**src/rtl/mc_phase_sequencer.sv**
```systemverilog
// mc_phase_sequencer: multicycle MIPS phase sequencer. Decodes opcode/funct in
// ID into an instruction-class path (IF, ID, EX, optional MEM, optional WB),
// emits registered one-cycle phase pulses on state entry, handles memory wait
// states with timeout abort, a global stall, illegal-opcode trapping and a
// retired-instruction counter.
module mc_phase_sequencer #(
  parameter int unsigned OP_W    = 6,
  parameter int unsigned FUNCT_W = 6,
  parameter int unsigned TIMEOUT = 16,
  parameter int unsigned CNT_W   = 32
) (
  input  logic               clk,
  input  logic               rst,
  input  logic [OP_W-1:0]    op,
  input  logic [FUNCT_W-1:0] funct,
  input  logic               stall,
  input  logic               mem_ready,
  output logic               mem_req,
  output logic               IF_signal,
  output logic               ID_signal,
  output logic               EX_signal,
  output logic               MEM_signal,
  output logic               WB_signal,
  output logic [3:0]         state,
  output logic               illegal,
  output logic               bus_err,
  output logic [CNT_W-1:0]   retired
);

  localparam int unsigned WAIT_W = (TIMEOUT > 1) ? $clog2(TIMEOUT + 1) : 1;

  typedef enum logic [3:0] {
    S_INI    = 4'd0,
    S_IF     = 4'd1,
    S_ID     = 4'd2,
    S_EX_RI  = 4'd3,
    S_EX_LS  = 4'd4,
    S_EX_BR  = 4'd5,
    S_EX_JMP = 4'd6,
    S_MEM_L  = 4'd7,
    S_MEM_S  = 4'd8,
    S_WB_R   = 4'd9,
    S_WB_L   = 4'd10
  } state_e;

  state_e             state_q, state_d;
  logic               is_load_q, is_load_d;
  logic [WAIT_W-1:0]  wait_q, wait_d;
  logic [CNT_W-1:0]   retired_q, retired_d;
  logic               if_q, if_d;
  logic               id_q, id_d;
  logic               ex_q, ex_d;
  logic               mem_q, mem_d;
  logic               wb_q, wb_d;
  logic               illegal_q, illegal_d;
  logic               bus_err_q, bus_err_d;

  logic               abort;
  logic               ill;
  logic               retire;
  logic               entered;
  logic               timeout_hit;
  logic [5:0]         op6;
  logic [5:0]         fn6;

  // Decode operates on the 6-bit MIPS field layout.
  assign op6 = 6'(op);
  assign fn6 = 6'(funct);

  // Wait budget is exhausted when this non-ready cycle would be the TIMEOUT-th.
  assign timeout_hit = (TIMEOUT != 0) && !mem_ready &&
                       (32'(wait_q) == TIMEOUT - 32'd1);

  // State, counters and registered outputs; reset takes effect asynchronously.
  always_ff @(posedge clk or posedge rst) begin
    if (rst) begin
      state_q   <= S_INI;
      is_load_q <= 1'b0;
      wait_q    <= '0;
      retired_q <= '0;
      if_q      <= 1'b0;
      id_q      <= 1'b0;
      ex_q      <= 1'b0;
      mem_q     <= 1'b0;
      wb_q      <= 1'b0;
      illegal_q <= 1'b0;
      bus_err_q <= 1'b0;
    end else begin
      state_q   <= state_d;
      is_load_q <= is_load_d;
      wait_q    <= wait_d;
      retired_q <= retired_d;
      if_q      <= if_d;
      id_q      <= id_d;
      ex_q      <= ex_d;
      mem_q     <= mem_d;
      wb_q      <= wb_d;
      illegal_q <= illegal_d;
      bus_err_q <= bus_err_d;
    end
  end

  // Next-state logic: decode in ID, ready/timeout handling in IF and MEM.
  always_comb begin
    state_d   = state_q;
    is_load_d = is_load_q;
    abort     = 1'b0;
    ill       = 1'b0;
    retire    = 1'b0;
    if (!stall) begin
      case (state_q)
        S_INI: state_d = S_IF;
        S_IF: begin
          if (mem_ready)        state_d = S_ID;
          else if (timeout_hit) abort   = 1'b1;
        end
        S_ID: begin
          if (op6 == 6'b000000) begin
            state_d = (fn6 == 6'b001000 || fn6 == 6'b001001) ? S_EX_JMP : S_EX_RI;
          end else if (op6[5:3] == 3'b001) begin
            state_d = S_EX_RI;
          end else if (op6 inside {6'b000001, 6'b000100, 6'b000101,
                                   6'b000110, 6'b000111}) begin
            state_d = S_EX_BR;
          end else if (op6 inside {6'b000010, 6'b000011}) begin
            state_d = S_EX_JMP;
          end else if (op6 inside {6'b100000, 6'b100001, 6'b100011,
                                   6'b100100, 6'b100101}) begin
            state_d   = S_EX_LS;
            is_load_d = 1'b1;
          end else if (op6 inside {6'b101000, 6'b101001, 6'b101011}) begin
            state_d   = S_EX_LS;
            is_load_d = 1'b0;
          end else begin
            ill     = 1'b1;
            state_d = S_IF;
          end
        end
        S_EX_RI: state_d = S_WB_R;
        S_EX_LS: state_d = is_load_q ? S_MEM_L : S_MEM_S;
        S_EX_BR, S_EX_JMP, S_WB_R, S_WB_L: begin
          state_d = S_IF;
          retire  = 1'b1;
        end
        S_MEM_L: begin
          if (mem_ready)        state_d = S_WB_L;
          else if (timeout_hit) abort   = 1'b1;
        end
        S_MEM_S: begin
          if (mem_ready) begin
            state_d = S_IF;
            retire  = 1'b1;
          end else if (timeout_hit) begin
            abort = 1'b1;
          end
        end
        default: state_d = S_INI;
      endcase
      if (abort) state_d = S_IF;
    end
  end

  // Output/next-value logic: entry pulses, wait counter, retired count, mem_req.
  always_comb begin
    // An abort re-enters IF from IF, so it counts as an entry too.
    entered   = (state_d != state_q) || abort;
    if_d      = entered && (state_d == S_IF);
    id_d      = entered && (state_d == S_ID);
    ex_d      = entered && (state_d inside {S_EX_RI, S_EX_LS, S_EX_BR, S_EX_JMP});
    mem_d     = entered && (state_d inside {S_MEM_L, S_MEM_S});
    wb_d      = entered && (state_d inside {S_WB_R, S_WB_L});
    illegal_d = ill;
    bus_err_d = abort;
    retired_d = retired_q + CNT_W'(retire);
    mem_req   = (state_q inside {S_IF, S_MEM_L, S_MEM_S});
    if (entered)                          wait_d = '0;
    else if (!stall && !mem_ready && mem_req) wait_d = wait_q + WAIT_W'(1);
    else                                  wait_d = wait_q;
  end

  assign state      = state_q;
  assign IF_signal  = if_q;
  assign ID_signal  = id_q;
  assign EX_signal  = ex_q;
  assign MEM_signal = mem_q;
  assign WB_signal  = wb_q;
  assign illegal    = illegal_q;
  assign bus_err    = bus_err_q;
  assign retired    = retired_q;

endmodule

```
**config.mk**
```make
export PLATFORM = sky130hd
export DESIGN_NAME = mc_phase_sequencer
export DESIGN_NICKNAME = d
export VERILOG_FILES = /design/src/rtl/mc_phase_sequencer.sv
export SDC_FILE = /design/constraint.sdc
export NUM_CORES = 1
export LEC_CHECK = 0
export ABC_AREA = 1
export BUFFER_PORTS_ARGS = -buffer_cell sky130_fd_sc_hd__buf_2
export CAP_MARGIN = 5
export CORE_MARGIN = 3
export CORE_UTILIZATION = 40
export DETAILED_ROUTE_END_ITERATION = 10
export PLACE_DENSITY_LB_ADDON = 0.08
export SLEW_MARGIN = 20
export SYNTH_ARGS = -nofsm -noshare
export SYNTH_HDL_FRONTEND = slang
export SYNTH_SLANG_ARGS = --single-unit
```
**constraint.sdc**
```tcl
create_clock -name clk -period 5.84 [get_ports clk]
set_clock_uncertainty 0.2 [all_clocks]
set_input_delay 0.292 -clock clk [delete_from_list [all_inputs] [get_ports clk]]
set_output_delay 0.292 -clock clk [all_outputs]
set_load 0.05 [all_outputs]
```
# Yosys cells after proc, flatten, opt, wreduce, memory -nomap -nowiden
# Index checks and enable logic that the tools add are counted.
totals:
  in_bits: 16
  ram_bits: 0
  mem_count: 0
  latchBits: 0
  out_inout_bits: 44
  ff_bits: 49
  rom_bits: 0
  elab_cells: 120
op_classes:
  bitwise_logic: 5
  order_cmp: 0
  shift: 0
  addsub: 2
  multipliers: 0
  n_mux: 34
  eq_ne: 40
  n_reduce_logical: 28
  div_mod_pow: 0
ops:
  columns: ["cell", "n"]
  rows:
  - ["== test 6 bit (second input constant)", 8]
  - ["adder 32 x 1 -> 32 bit", 1]
  - ["== test 4 x 3 -> 1 bit (second input constant)", 8]
  - ["one-hot mux 4 bit (7 select lines)", 1]
  - ["== test 4 bit (second input constant)", 6]
  - ["== test 6 x 3 -> 1 bit (second input constant)", 4]
  - ["two-way mux 4 bit", 6]
  - ["two-way mux 3 bit", 7]
  - ["two-way mux 1 bit", 17]
  - ["== test 4 x 2 -> 1 bit (second input constant)", 4]
  - ["== test 6 x 2 -> 1 bit (second input constant)", 2]
  - ["== test 6 x 4 -> 1 bit (second input constant)", 2]
  - ["two-way mux 5 bit", 2]
  - ["nonzero test 2 bit", 5]
  - ["nonzero test 5 bit", 2]
  - ["== test 4 x 1 -> 1 bit (second input constant)", 2]
  - ["logical AND 1 bit", 8]
  - ["AND reduction 7 bit", 1]
  - ["== test 6 x 1 -> 1 bit (second input constant)", 1]
  - ["zero test 6 bit", 1]
  - ["nonzero test 3 bit", 2]
  - ["adder 5 x 1 -> 5 bit (second input constant)", 1]
  - ["== test 5 x 4 -> 1 bit (second input constant)", 1]
  - ["inverter 1 bit", 5]
  - ["10 further kinds", 12]

# Longest topological paths before layout
# Gate-level depths: netlist of run 1.
depth:
  word_depth: 14
  mapped_depth: 16
  mapped_depth_nobuf: 16

# Least setup slack after synthesis of run 1
# No wires, ideal clock.
synth_timing:
  kind: "register -> register"
  from: "register state_q[3] (netlist: state[3])"
  to: "register retired_q[22] (netlist: retired[22])"
  n_path_buf: 0
  required_time_ns: 5.517
  setup_time_ns: 0.123
  stages_incl_launch_ff: 15
  arrival_ns: 2.704
  path_slack_ns: 2.813
  period_less_slack_ns: 3.027
  cell_sequence: "dfrtp_1 > inv_2 > nor2_1 > nand3_1 > a21oi_1 > ha_1 > ha_1 > and3_1 > nand4_1 > inv_1 > nand4_1 > nor3_1 > nand2_1 > o21ai_0 > nand2_1"
synth_via:
  elab_chain_cells: 5
  elab_cells_between_ends: 9
  classes_between: "1 x add/sub; 5 x eq/ne; 2 x mux; 1 x reduce/logical"
synth_lines:
  columns: ["element", "line", "rtl"]
  rows:
  - ["start, declared", "46", "state_e state_q, state_d;"]
  - ["start signal, assigned", "89", "state_q <= state_d;"]
  - ["== test 4 x 3 -> 1 bit or == test 4 bit (tied branches)", "111", "case (state_q)"]
  - ["OR reduction 4 bit", "111", null]
  - ["one-hot mux 1 bit (2 select lines) (*)", "111", null]
  - ["two-way mux 1 bit (*)", "110", "if (!stall) begin"]
  - ["adder 32 x 1 -> 32 bit (*)", "174", "retired_d = retired_q + CNT_W'(retire);"]
  - ["net retired_d[22]", "49", "logic [CNT_W-1:0] retired_q, retired_d;"]
  - ["end signal, assigned", "92", "retired_q <= retired_d;"]
  - ["end, declared", "49", null]
# Mark *: on every way through the listed nets, which the timed path passes. The rest lies on a longest branch.
# A chain may end at the register's enable or synchronous reset.

# Worst setup path in the final report of run 1
layout_timing:
  from: "register state_q[3] (netlist: state[3])"
  to: "register retired_q[30] (netlist: retired[30])"
# The elaborated chain is that of the path after synthesis.

==> results by group, run 1 <==
Outcome
  – Status: finished, final reports clean

STA
  – Max-slew headroom: 0.431
  – Final Hold Vio Count: 0
  – Maximum achievable frequency: roughly 330 MHz
  – Setup ws final: 2.77 ns
  – Period Utilization, post-route: 0.525
  – Slew Limit Fails: 0
  – Post-route setup TNS: 0 ns
  – Unrepaired setup endpoints after global routing: no
  – Minimum clock period: 3.07 ns
  – Worst hold slack: 0.137 ns
  – Final Setup Violations: 0
  – Worst-Margin Slew: 0.852 ns

Run
  – Max Cap Viol: 0

Yosys
  – Synth async-reset ratio: 1.00
  – Mean Syn Cell Area: 8.40 µm²
  – Mapped Nets: 349
  – Synth Cell Area: 0.00276 mm²
  – Synth area leaders: dfrtp_1 44%, nand2_1 8.4%, xor2_1 7.0%, nor2_1 5.7%, nand3_1 5.1%
  – Yosys cell types: 33
  – Post-synth EDFFs: 0
  – Post-synthesis sequential area ratio: 0.444
  – Ys flop type: dfrtp_1
  – Cell count after synthesis: 329
  – Post-synth top area cell: dfrtp_1
  – Top-area cell type share of the netlist area: 0.444
  – Synth warn: 0
  – Yosys reg bits: 49

Detailed routing
  – Wire length per cell: around 12 µm
  – Initial DRC Count: 79
  – Final ANT Viol Nets: 0
  – DRC viols: 0
  – 1st-pass router iterations: 4
  – Vias/cell: between 4 and 5
  – Via count: 2314
  – Total Routed Length: 5.66 mm

Floorplan
  – Die height: 89.1 µm
  – Die Span X: approximately 89 µm
  – Core Area: 0.00653 mm²
  – I/O pin cnt: 60
  – Initial Util: 0.423
  – Row cnt: 29
  – Die footprint: a little under 0.008 mm²

Worst setup path
  – Crit path DAT: 3.10 ns
  – Critical Path RT: 5.87 ns
  – Critical-path maximum fanout: 5
  – Crit. End Element: flop
  – R2R setup slack: 2.77 ns
  – Type of origin of the critical path: flop
  – Critical path class: flop to flop

Power and ir drop
  – Lkg Pwr: 1.78 nW
  – Worst-case vdd ir drop: 0.219 mV
  – Power density cells: 327 mW/mm²

Clock network
  – Clock-pin slew on the worst setup and hold paths: 0.09 ns
  – CTS tree: yes
  – Htree depth: 2
  – Worst-Skew Late Latency: roughly 0.31 ns
  – Clk sinks: 49
  – Postcts setup bufs: 0
  – Worst-case clock buffer depth: 2
  – CTS Buf Count: 5
  – Clk root buf: clkbuf_8

Layout
  – Layout area overhead: 17.5%
  – Number of diodes: 0
  – Layout cells sized above 1: 0.261
  – Fin nets: 414

Global routing
  – Initial antenna violation count: 0
  – Largest net degree at the start of global routing: 50
  – GRT overflow: 0
  – GRT Total Usage: 0.150
  – Vias in the first global route: 2125
  – First-pass GRT wire length: roughly 9.4 mm

Worst hold path
  – HP Class: input port to flop

Place
  – GP Congestion: between 0.7 and 0.8
  – PortBufs: slightly below 60
  – Pre-CTS WS: 2.78 ns
  – Final HPWL DP: 4.41 mm
[power by group]
part | switching, mW | internal [mW] | leakage, nW | total, mW
logic | 0.332 | 0.116 | 1.10 | 0.447
registers | 0.0345 | 0.377 | 0.641 | 0.411
clock network | 0.117 | 0.0851 | 0.0445 | 0.202
[flip-flops by register name, summed over array words and instances (netlist names)]
| name | flops |
|---|---|
| state | 4 |
| WB_signal | 1 |
| bus_err | 1 |
| IF_signal | 1 |
| MEM_signal | 1 |
| is_load_q | 1 |
| wait_q | 5 |
| ID_signal | 1 |
| illegal | 1 |
| EX_signal | 1 |
| retired | 32 |
[critical path, cell delays in order (launching register included)]
cell and delay [ns]:
dfrtp_1 0.44, inv_2 0.09, nor2_1 0.22, nand3_1 0.13, a21oi_1 0.18, ha_1 0.18, ha_1 0.17, and3_1 0.23
nand4_1 0.24, nor4_2 0.41, nand3_1 0.20, nor2_1 0.15, xor2_1 0.15
[logic make-up after synthesis]
family,after synthesis,synth area share
DFF,49,0.444
AOI/OAI and AO/OA,11,0.0231
adders and majority gates,4,0.0181
and+or+nand+nor,191,0.358
buffers and inverters,43,0.0588
xor gates and xnor gates,31,0.0982
[per-layer routing]
metal	track usage	vias to the layer above	wire length (µm)
li1	-	1190	-
met1	0.188	1060	2590
met2	0.259	55	2730
met3	0.0267	9	256
met4	0.0514	0	82
met5	0	-	0
[layout make-up]
type / count / area [µm²]
clock buffers: 5 / 68.8
clock inverters: 3 / 21.3
fillers: 651 / 3280
inverters: 42 / 159
multi-input cells: 237 / 1380
flip-flops and latches: 49 / 1230
well taps: 77 / 96.3
repair buffers: 59 / 300
[cell usage in the layout (no fill, tap or decap), drive strengths merged, types with 2 or more instances in the layout]
cell	Yosys	routed
and3	3	3
clkbuf	0	5
o21ai	6	6
xnor2	9	9
nor3	14	14
nand4	13	13
nor4	4	4
inv	41	41
nand3	31	31
clkinv	1	3
nand2	69	69
nor2	54	54
nand3b	2	2
dfrtp	49	49
xor2	22	22
ha	4	4
buf	1	58
a21oi	3	3
[repair_timing]
item,4_1_cts,5_1_grt
hold buffers,0,1
endpoints found under the hold margin,0,29
resized for setup,0,0
[synth_stat cells (2+ instances only)]
| cell | n |
|---|---|
| a21oi_1 | 3 |
| and3_1 | 3 |
| dfrtp_1 | 49 |
| ha_1 | 4 |
| inv_1 | 36 |
| inv_2 | 5 |
| nand2_1 | 62 |
| nand2_2 | 2 |
| nand2_4 | 5 |
| nand3_1 | 28 |
| nand3_2 | 2 |
| nand3b_1 | 2 |
| nand4_1 | 13 |
| nor2_1 | 42 |
| nor2_2 | 10 |
| nor3_1 | 8 |
| nor3_2 | 5 |
| nor4_1 | 3 |
| o21ai_0 | 4 |
| xnor2_1 | 9 |
| xor2_1 | 22 |
[path summary, 6_finish.rpt]
check | startpoint | to | cells after the start
min reg2reg | retired[31]$_DFF_PP0_ | retired[31]$_DFF_PP0_ | 1
max in group asynchronous | rst | state[2]$_DFF_PP0_ | 3
min | op[2] | is_load_q$_DFFE_PP0P_ | 4
min in group asynchronous | rst | retired[4]$_DFF_PP0_ | 3
max | state[3]$_DFF_PP0_ | retired[30]$_DFF_PP0_ | 12
max reg2reg | state[3]$_DFF_PP0_ | retired[30]$_DFF_PP0_ | 12
[metrics by stage]
stage          cells  area, µm²   util  power, mW
6_report         472       3250  0.497       1.06
5_1_grt          472       3250  0.497       1.14
4_1_cts          471       3240  0.495       1.08
3_5_place_dp     463       3150  0.482      0.869
3_3_place_gp     463       3150  0.482      0.867
2_1_floorplan    329       2760      -      0.774
Power figures use the tool's default switching activity.
==> run 2, diff against run 1 <==
--- a/config.mk
+++ b/config.mk
@@ -5,7 +5,7 @@
 export SDC_FILE = /design/constraint.sdc
 export NUM_CORES = 1
 export LEC_CHECK = 0
-export ABC_AREA = 1
+export ABC_AREA = 0
 export BUFFER_PORTS_ARGS = -buffer_cell sky130_fd_sc_hd__buf_2
 export CAP_MARGIN = 5
 export CORE_MARGIN = 3
==> constraint.sdc (replaced) <==
create_clock -name clk -period 2.5 [get_ports clk]
set_clock_uncertainty 0.2 [all_clocks]
set_input_delay 0.125 -clock clk [delete_from_list [all_inputs] [get_ports clk]]
set_output_delay 0.125 -clock clk [all_outputs]
set_load 0.05 [all_outputs]
==> results by group, run 2 <==
Floorplan
  – Die footprint: 0.00771 mm²
  – Core Area: 0.00642 mm²
  – I/O pin cnt: 60
  – Die Span X: about 90 µm
  – Row cnt: 29
  – Initial Util: 0.417
  – Die height: 87.8 µm

Power and ir drop
  – Sequential Power Share: 0.313
  – Switching share of power: 0.420
  – Design Power: 3.14 mW
  – Switching power: ~1.3 mW
  – Worst-case vdd ir drop: 0.358 mV
  – Lkg Pwr: 1.79 nW
  – Power density cells: 857 mW/mm²
  – Internal power: between 1.5 and 2 mW
  – Combinational share of power: 0.514
  – Clock share of power: 0.173

Detailed routing
  – Final ANT Viol Nets: 0
  – Via count: 2220
  – Total Routed Length: 5.95 mm
  – Vias/cell: 5.13
  – 1st-pass router iterations: 4
  – Wire length per cell: 13.7 µm
  – Initial DRC Count: 65
  – DRC viols: 0

Layout
  – Design area: 0.00366 mm²
  – Most frequent cells in the layout: 58 x buf_2, 45 x dfrtp_1, 31 x buf_4
  – Fin nets: 376
  – Commonest non-fill, non-tap cell in the layout: buf_2
  – Fin cells: between 400 and 500
  – Layout area overhead: 36.8%
  – Register area: 0.00123 mm²
  – Number of diodes: 0
  – # fillers: about 590
  – Final core utilization: 0.570
  – Layout cells sized above 1: 0.421
  – Area of the multi-input gates: 0.00156 mm²
  – Max reg flops: 32

STA
  – Setup ws final: -0.0342 ns
  – Period Utilization, post-route: 1.01
  – Max-slew headroom: 0.660
  – Final Setup Violations: 5
  – Worst-Margin Slew: about 0.51 ns
  – Minimum clock period: 2.53 ns
  – Unrepaired setup endpoints after global routing: yes
  – Maximum achievable frequency: 395 MHz
  – Final Hold Vio Count: 0
  – Slew Limit Fails: 0

Worst setup path
  – Critical Path RT: roughly 2.5 ns
  – Type of origin of the critical path: flop
  – Worst r2r dst: WB_signal$_DFF_PP0_
  – Crit. End Element: flop
  – Crit path DAT: 2.51 ns
  – Slowest cell on crit path: dfrtp_2
  – R2R setup slack: -0.03 ns
  – Critical-path cell list: or2_1, or3_4, a31oi_4, nor2b_2, nor4_4, o221a_4, nor4b_4
  – Slowest cell delay on critical path: 0.47 ns
  – R2r startpoint: state[1]$_DFF_PP0_
  – Worst r2r path cells: 7
  – Critical path origin: state[1]$_DFF_PP0_
  – Critical path class: flop to flop
  – Critical Path End: WB_signal$_DFF_PP0_
  – Critical-path maximum fanout: 5

Outcome
  – Status: finished, violations left
  – Failing checks: setup timing

Place
  – GP Congestion: 0.806
  – Post-Place Cells: ~410
  – Placed cell areas: 0.00329 mm²
  – Final HPWL DP: 4.41 mm
  – PortBufs: 58

Yosys
  – Yosys cell types: 56
  – Mapped Nets: 279
  – Synth async-reset ratio: 1.00
  – Synth Cell Area: 0.00268 mm²
  – Cell count after synthesis: 259
  – Most common cell in the netlist: dfrtp_1
  – Synth area leaders: dfrtp_1 46%, xnor2_1 7.2%, xor2_1 4.6%, nand3_1 3.0%, nand2_1 2.9%
  – Yosys reg bits: 49
  – Synth warn: 0
  – Post-synth top cells: 49 x dfrtp_1, 22 x xnor2_1, 21 x nand2_1, 20 x nor2_1, 16 x nand3_1
  – Post-synth EDFFs: 0
  – Post-synthesis sequential area ratio: 0.458
  – Mean Syn Cell Area: between 10 and 15 µm²
  – Top-area cell type share of the netlist area: 0.458
  – Post-synth top area cell: dfrtp_1
  – Ys flop type: dfrtp_1

Worst hold path
  – HP Class: input port to flop

Global routing
  – GRT Total Usage: 0.158
  – First-pass GRT wire length: between 9 and 10 mm
  – GRT overflow: 0
  – Largest net degree at the start of global routing: 25
  – Initial antenna violation count: 0
  – Vias in the first global route: roughly 2100

Clock network
  – Htree depth: 2
  – Clk root buf: clkbuf_8
  – CTS Buf Count: 5
  – CTS tree: yes
  – Clk sinks: 49
  – Clock-pin slew on the worst setup and hold paths: 0.08 ns
  – Worst-Skew Late Latency: ~0.3 ns
  – Worst-case clock buffer depth: 2

Run
  – Max Cap Viol: 0
==> run 2: cell count changes in the layout (fill, tap and decap cells not counted), sizes merged, moves of 5 or more <==
cell	before	now
nand4	13	8
inv	41	13
xnor2	9	22
a21oi	3	9
nand2b	0	6
nor2	54	21
nand2	69	21
nand3	31	16
buf	58	93
xor2	22	14
==> run 2: repair_timing <==
| item | 4_1_cts | 5_1_grt |
|---|---|---|
| hold buffers | 3 | 0 |
| pin swaps | 1 | 13 |
| resized for setup | 0 | 27 |
| endpoints found under the setup margin | 3 | 25 |
| hold endpoints to repair | 23 | 0 |
| buffers inserted | 1 | 8 |
==> run 2: worst min path at each step <==
| stage | start | endpoint | slack, ns | depth (start not counted) |
|---|---|---|---|---|
| 3_3_place_gp | rst | retired[2]$_DFF_PP0_ | -0.01 | 2 |
| 5_1_grt | stall | retired[0]$_DFF_PP0_ | 0.09 | 3 |
| 2_1_floorplan | stall | state[3]$_DFF_PP0_ | 0.08 | 1 |
| 6_report | stall | retired[0]$_DFF_PP0_ | 0.11 | 3 |
| 4_1_cts | stall | retired[0]$_DFF_PP0_ | 0.08 | 3 |
| 3_5_place_dp | rst | retired[4]$_DFF_PP0_ | -0.007 | 2 |
==> run 2: per-stage QoR <==
step	hold WS, ns	setup slack, ns	setup TNS, ns
2_1_floorplan	0.0751	-0.120	-0.831
3_3_place_gp	-0.0129	0.00331	0
3_5_place_dp	-0.00692	-0.0108	-0.0108
4_1_cts	0.0806	0.0229	0
5_1_grt	0.0913	-0.0840	-0.453
6_report	0.108	-0.0342	-0.106
==> run 2: logic make-up after synthesis <==
kind of cell | Yosys count | share of synthesized area
AND/OR/NAND/NOR | 109 | 0.226
flip-flops | 49 | 0.458
AO/OA/AOI/OAI | 40 | 0.138
XOR/XNOR | 36 | 0.118
buffers and inverters | 19 | 0.0323
adder cells (fa/ha/maj) | 4 | 0.0187
multiplexers | 2 | 0.00795
==> run 2: power by group through the flow <==
stage	clock network, mW	logic (mW)	registers, mW
CTS	0.564	1.39	0.977
floorplan	0	0.793	1.23
finish	0.542	1.61	0.981
global route	0.592	1.73	0.993
global placement	0	1.37	0.989
detailed placement	0	1.38	0.993
==> run 2: routing by layer <==
metal | share of wire | vias up | GRT usage | wire length [µm]
li1 | - | 1108 | - | -
met3 | 0.036 | 7 | 0.0301 | 216
met5 | 0 | - | 0 | 0
met2 | 0.46 | 43 | 0.246 | 2740
met4 | 0.011 | 0 | 0.0460 | 68
met1 | 0.49 | 1062 | 0.225 | 2920
==> run 2: area by class of cell <==
cell class	instances	share of cell area
Multi-Input combinational cell	191	0.427
Clock buffer	5	0.0188
Tap cell	77	0.0263
Sequential cell	49	0.337
Inverter	13	0.0133
Clock inverter	2	0.00958
Timing Repair Buffer	96	0.168
==> run 2: critical path, delay by kind of cell, from the launching register on <==
kind             cells  cell delay, ns
flip-flops           1            0.47
AO/OA/AOI/OAI        2            0.53
AND/OR/NAND/NOR      5            1.21
==> run 3, diff against run 2 <==
--- a/config.mk
+++ b/config.mk
@@ -11,7 +11,7 @@
 export CORE_MARGIN = 3
 export CORE_UTILIZATION = 40
 export DETAILED_ROUTE_END_ITERATION = 10
-export PLACE_DENSITY_LB_ADDON = 0.08
+export RECOVER_POWER = 50
 export SLEW_MARGIN = 20
 export SYNTH_ARGS = -nofsm -noshare
 export SYNTH_HDL_FRONTEND = slang
==> results by group, run 3 (synthesized netlist as in run 2, its figures left out) <==
Worst setup path
  – Critical Path End: WB_signal$_DFF_PP0_
  – Critical path origin: state[1]$_DFF_PP0_
  – R2R setup slack: 0.09 ns
  – Crit path DAT: approximately 2.4 ns
  – Type of origin of the critical path: flop
  – Critical path class: flop to flop
  – Worst r2r path cells: 10
  – R2r startpoint: state[1]$_DFF_PP0_
  – Crit. End Element: flop
  – Critical-path maximum fanout: 9
  – Worst r2r dst: WB_signal$_DFF_PP0_
  – Critical Path RT: between 2 and 2.5 ns

Detailed routing
  – Final ANT Viol Nets: 0
  – Wire length per cell: 13.7 µm
  – DRC viols: 0
  – Vias/cell: 5.13
  – Via count: 2195
  – Total Routed Length: between 5 and 6 mm
  – 1st-pass router iterations: 4
  – Initial DRC Count: 51

Power and ir drop
  – Power density cells: 865 mW/mm²
  – Lkg Pwr: about 1.7 nW
  – Worst-case vdd ir drop: approximately 0.28 mV

Place
  – Final HPWL DP: between 4 and 5 mm
  – GP Congestion: around 0.9
  – Post-Place Cells: 412
  – PortBufs: 58

Layout
  – Layout cells sized above 1: 0.333
  – Fin cells: between 400 and 500
  – Layout area overhead: 32.6%
  – Final core utilization: 0.553
  – Max reg flops: 32
  – Fin nets: 370
  – # fillers: 577
  – Most frequent cells in the layout: 45 x dfrtp_1, 38 x buf_2, 22 x xnor2_1, 22 x buf_4, 21 x clkbuf_1
  – Commonest non-fill, non-tap cell in the layout: dfrtp_1
  – Number of diodes: 0

STA
  – Maximum achievable frequency: 414 MHz
  – Final Hold Vio Count: 0
  – Max-slew headroom: 0.457
  – Minimum clock period: between 2 and 2.5 ns
  – Period Utilization, post-route: 0.966
  – Final Setup Violations: 0
  – Worst-Margin Slew: 0.814 ns
  – Unrepaired setup endpoints after global routing: yes
  – Post-route setup TNS: 0 ns
  – Slew Limit Fails: 0

Global routing
  – GRT Total Usage: 0.157
  – Vias in the first global route: 2036
  – Largest net degree at the start of global routing: 24
  – Initial antenna violation count: 0
  – First-pass GRT wire length: 9.74 mm
  – GRT overflow: 0

Clock network
  – Clk root buf: clkbuf_8
  – CTS tree: yes
  – CTS Buf Count: 5
  – Clock-pin slew on the worst setup and hold paths: ~0.080 ns
  – Htree depth: 2
  – Clk sinks: 49
  – Worst-Skew Late Latency: ~0.3 ns
  – Worst-case clock buffer depth: 2

Floorplan
  – I/O pin cnt: 60
  – Row cnt: 29
  – Die Span X: 87.8 µm
  – Core Area: 0.00642 mm²
  – Die height: 87.8 µm
  – Initial Util: 0.417
  – Die footprint: 0.00771 mm²

Outcome
  – Status: finished, final reports clean

Run
  – Max Cap Viol: 0

Worst hold path
  – HP Class: input port to flop
## run 3: changes by cell type in the layout (fill, tap and decap cells not counted), sizes merged
cell	previous run	this run
clkinvlp	0	1
clkbuf	5	28
clkinv	1	0
buf	93	65
## run 3: worst min-delay path by stage
stage / from / to / slack [ns] / cells past startpoint
2_1_floorplan: stall / state[3]$_DFF_PP0_ / 0.08 / 1
3_3_place_gp: rst / retired[15]$_DFF_PP0_ / -0.13 / 2
3_5_place_dp: rst / retired[15]$_DFF_PP0_ / -0.12 / 2
4_1_cts: rst / retired[15]$_DFF_PP0_ / 0.10 / 3
5_1_grt: op[3] / is_load_q$_DFFE_PP0P_ / 0.12 / 3
6_report: op[3] / is_load_q$_DFFE_PP0P_ / 0.11 / 3
## run 3: cell type report
cell class	count	area, µm²	share of cell area
multi-input cells	191	1510	0.424
flip-flops and latches	49	1230	0.347
repair buffers	90	547	0.154
well taps	77	96.3	0.0272
clock buffers	6	82.6	0.0233
inverters	13	48.8	0.0138
clock inverters	2	37.5	0.0106
## run 3: routing by layer
layer,GRT usage,share of wire,vias to the layer above
li1,-,-,1094
met2,0.240,0.47,56
met3,0.0386,0.048,4
met1,0.226,0.48,1041
met5,0,0,-
met4,0.0349,0.0067,0
## run 3: metrics by stage
step	hold WS, ns	worst slack, ns	cell area [µm²]	total power [mW]
after floorplan	0.0751	-0.120	2750	2.02
after global placement	-0.128	0.0230	3290	2.35
after detailed placement	-0.120	-0.0429	3290	2.38
after CTS	0.101	0.00955	3450	3.00
after global routing	0.122	-0.0465	3550	3.26
final	0.115	0.0861	3550	3.07
## run 3: power by group
part           switching [mW]  internal [mW]  leakage [nW]
clock                   0.266          0.326        0.0574
combinational           0.905          0.578         0.964
sequential              0.107          0.888         0.661
## run 3: timing repair
action,CTS,global route
setup endpoints to repair,7,15
hold endpoints to repair,50,0
resized for setup,2,19
setup buffers,0,5
hold buffers,3,0
pin swaps,3,5
## run 3: critical path, stage by stage (launching register included)
cell	delay, ns
dfrtp_2	0.46
buf_8	0.15
buf_4	0.13
a21o_1	0.16
a21oi_1	0.21
o21ai_2	0.11
a31oi_4	0.22
nor2b_4	0.07
nor4_4	0.24
o221a_4	0.29
nor4b_2	0.06
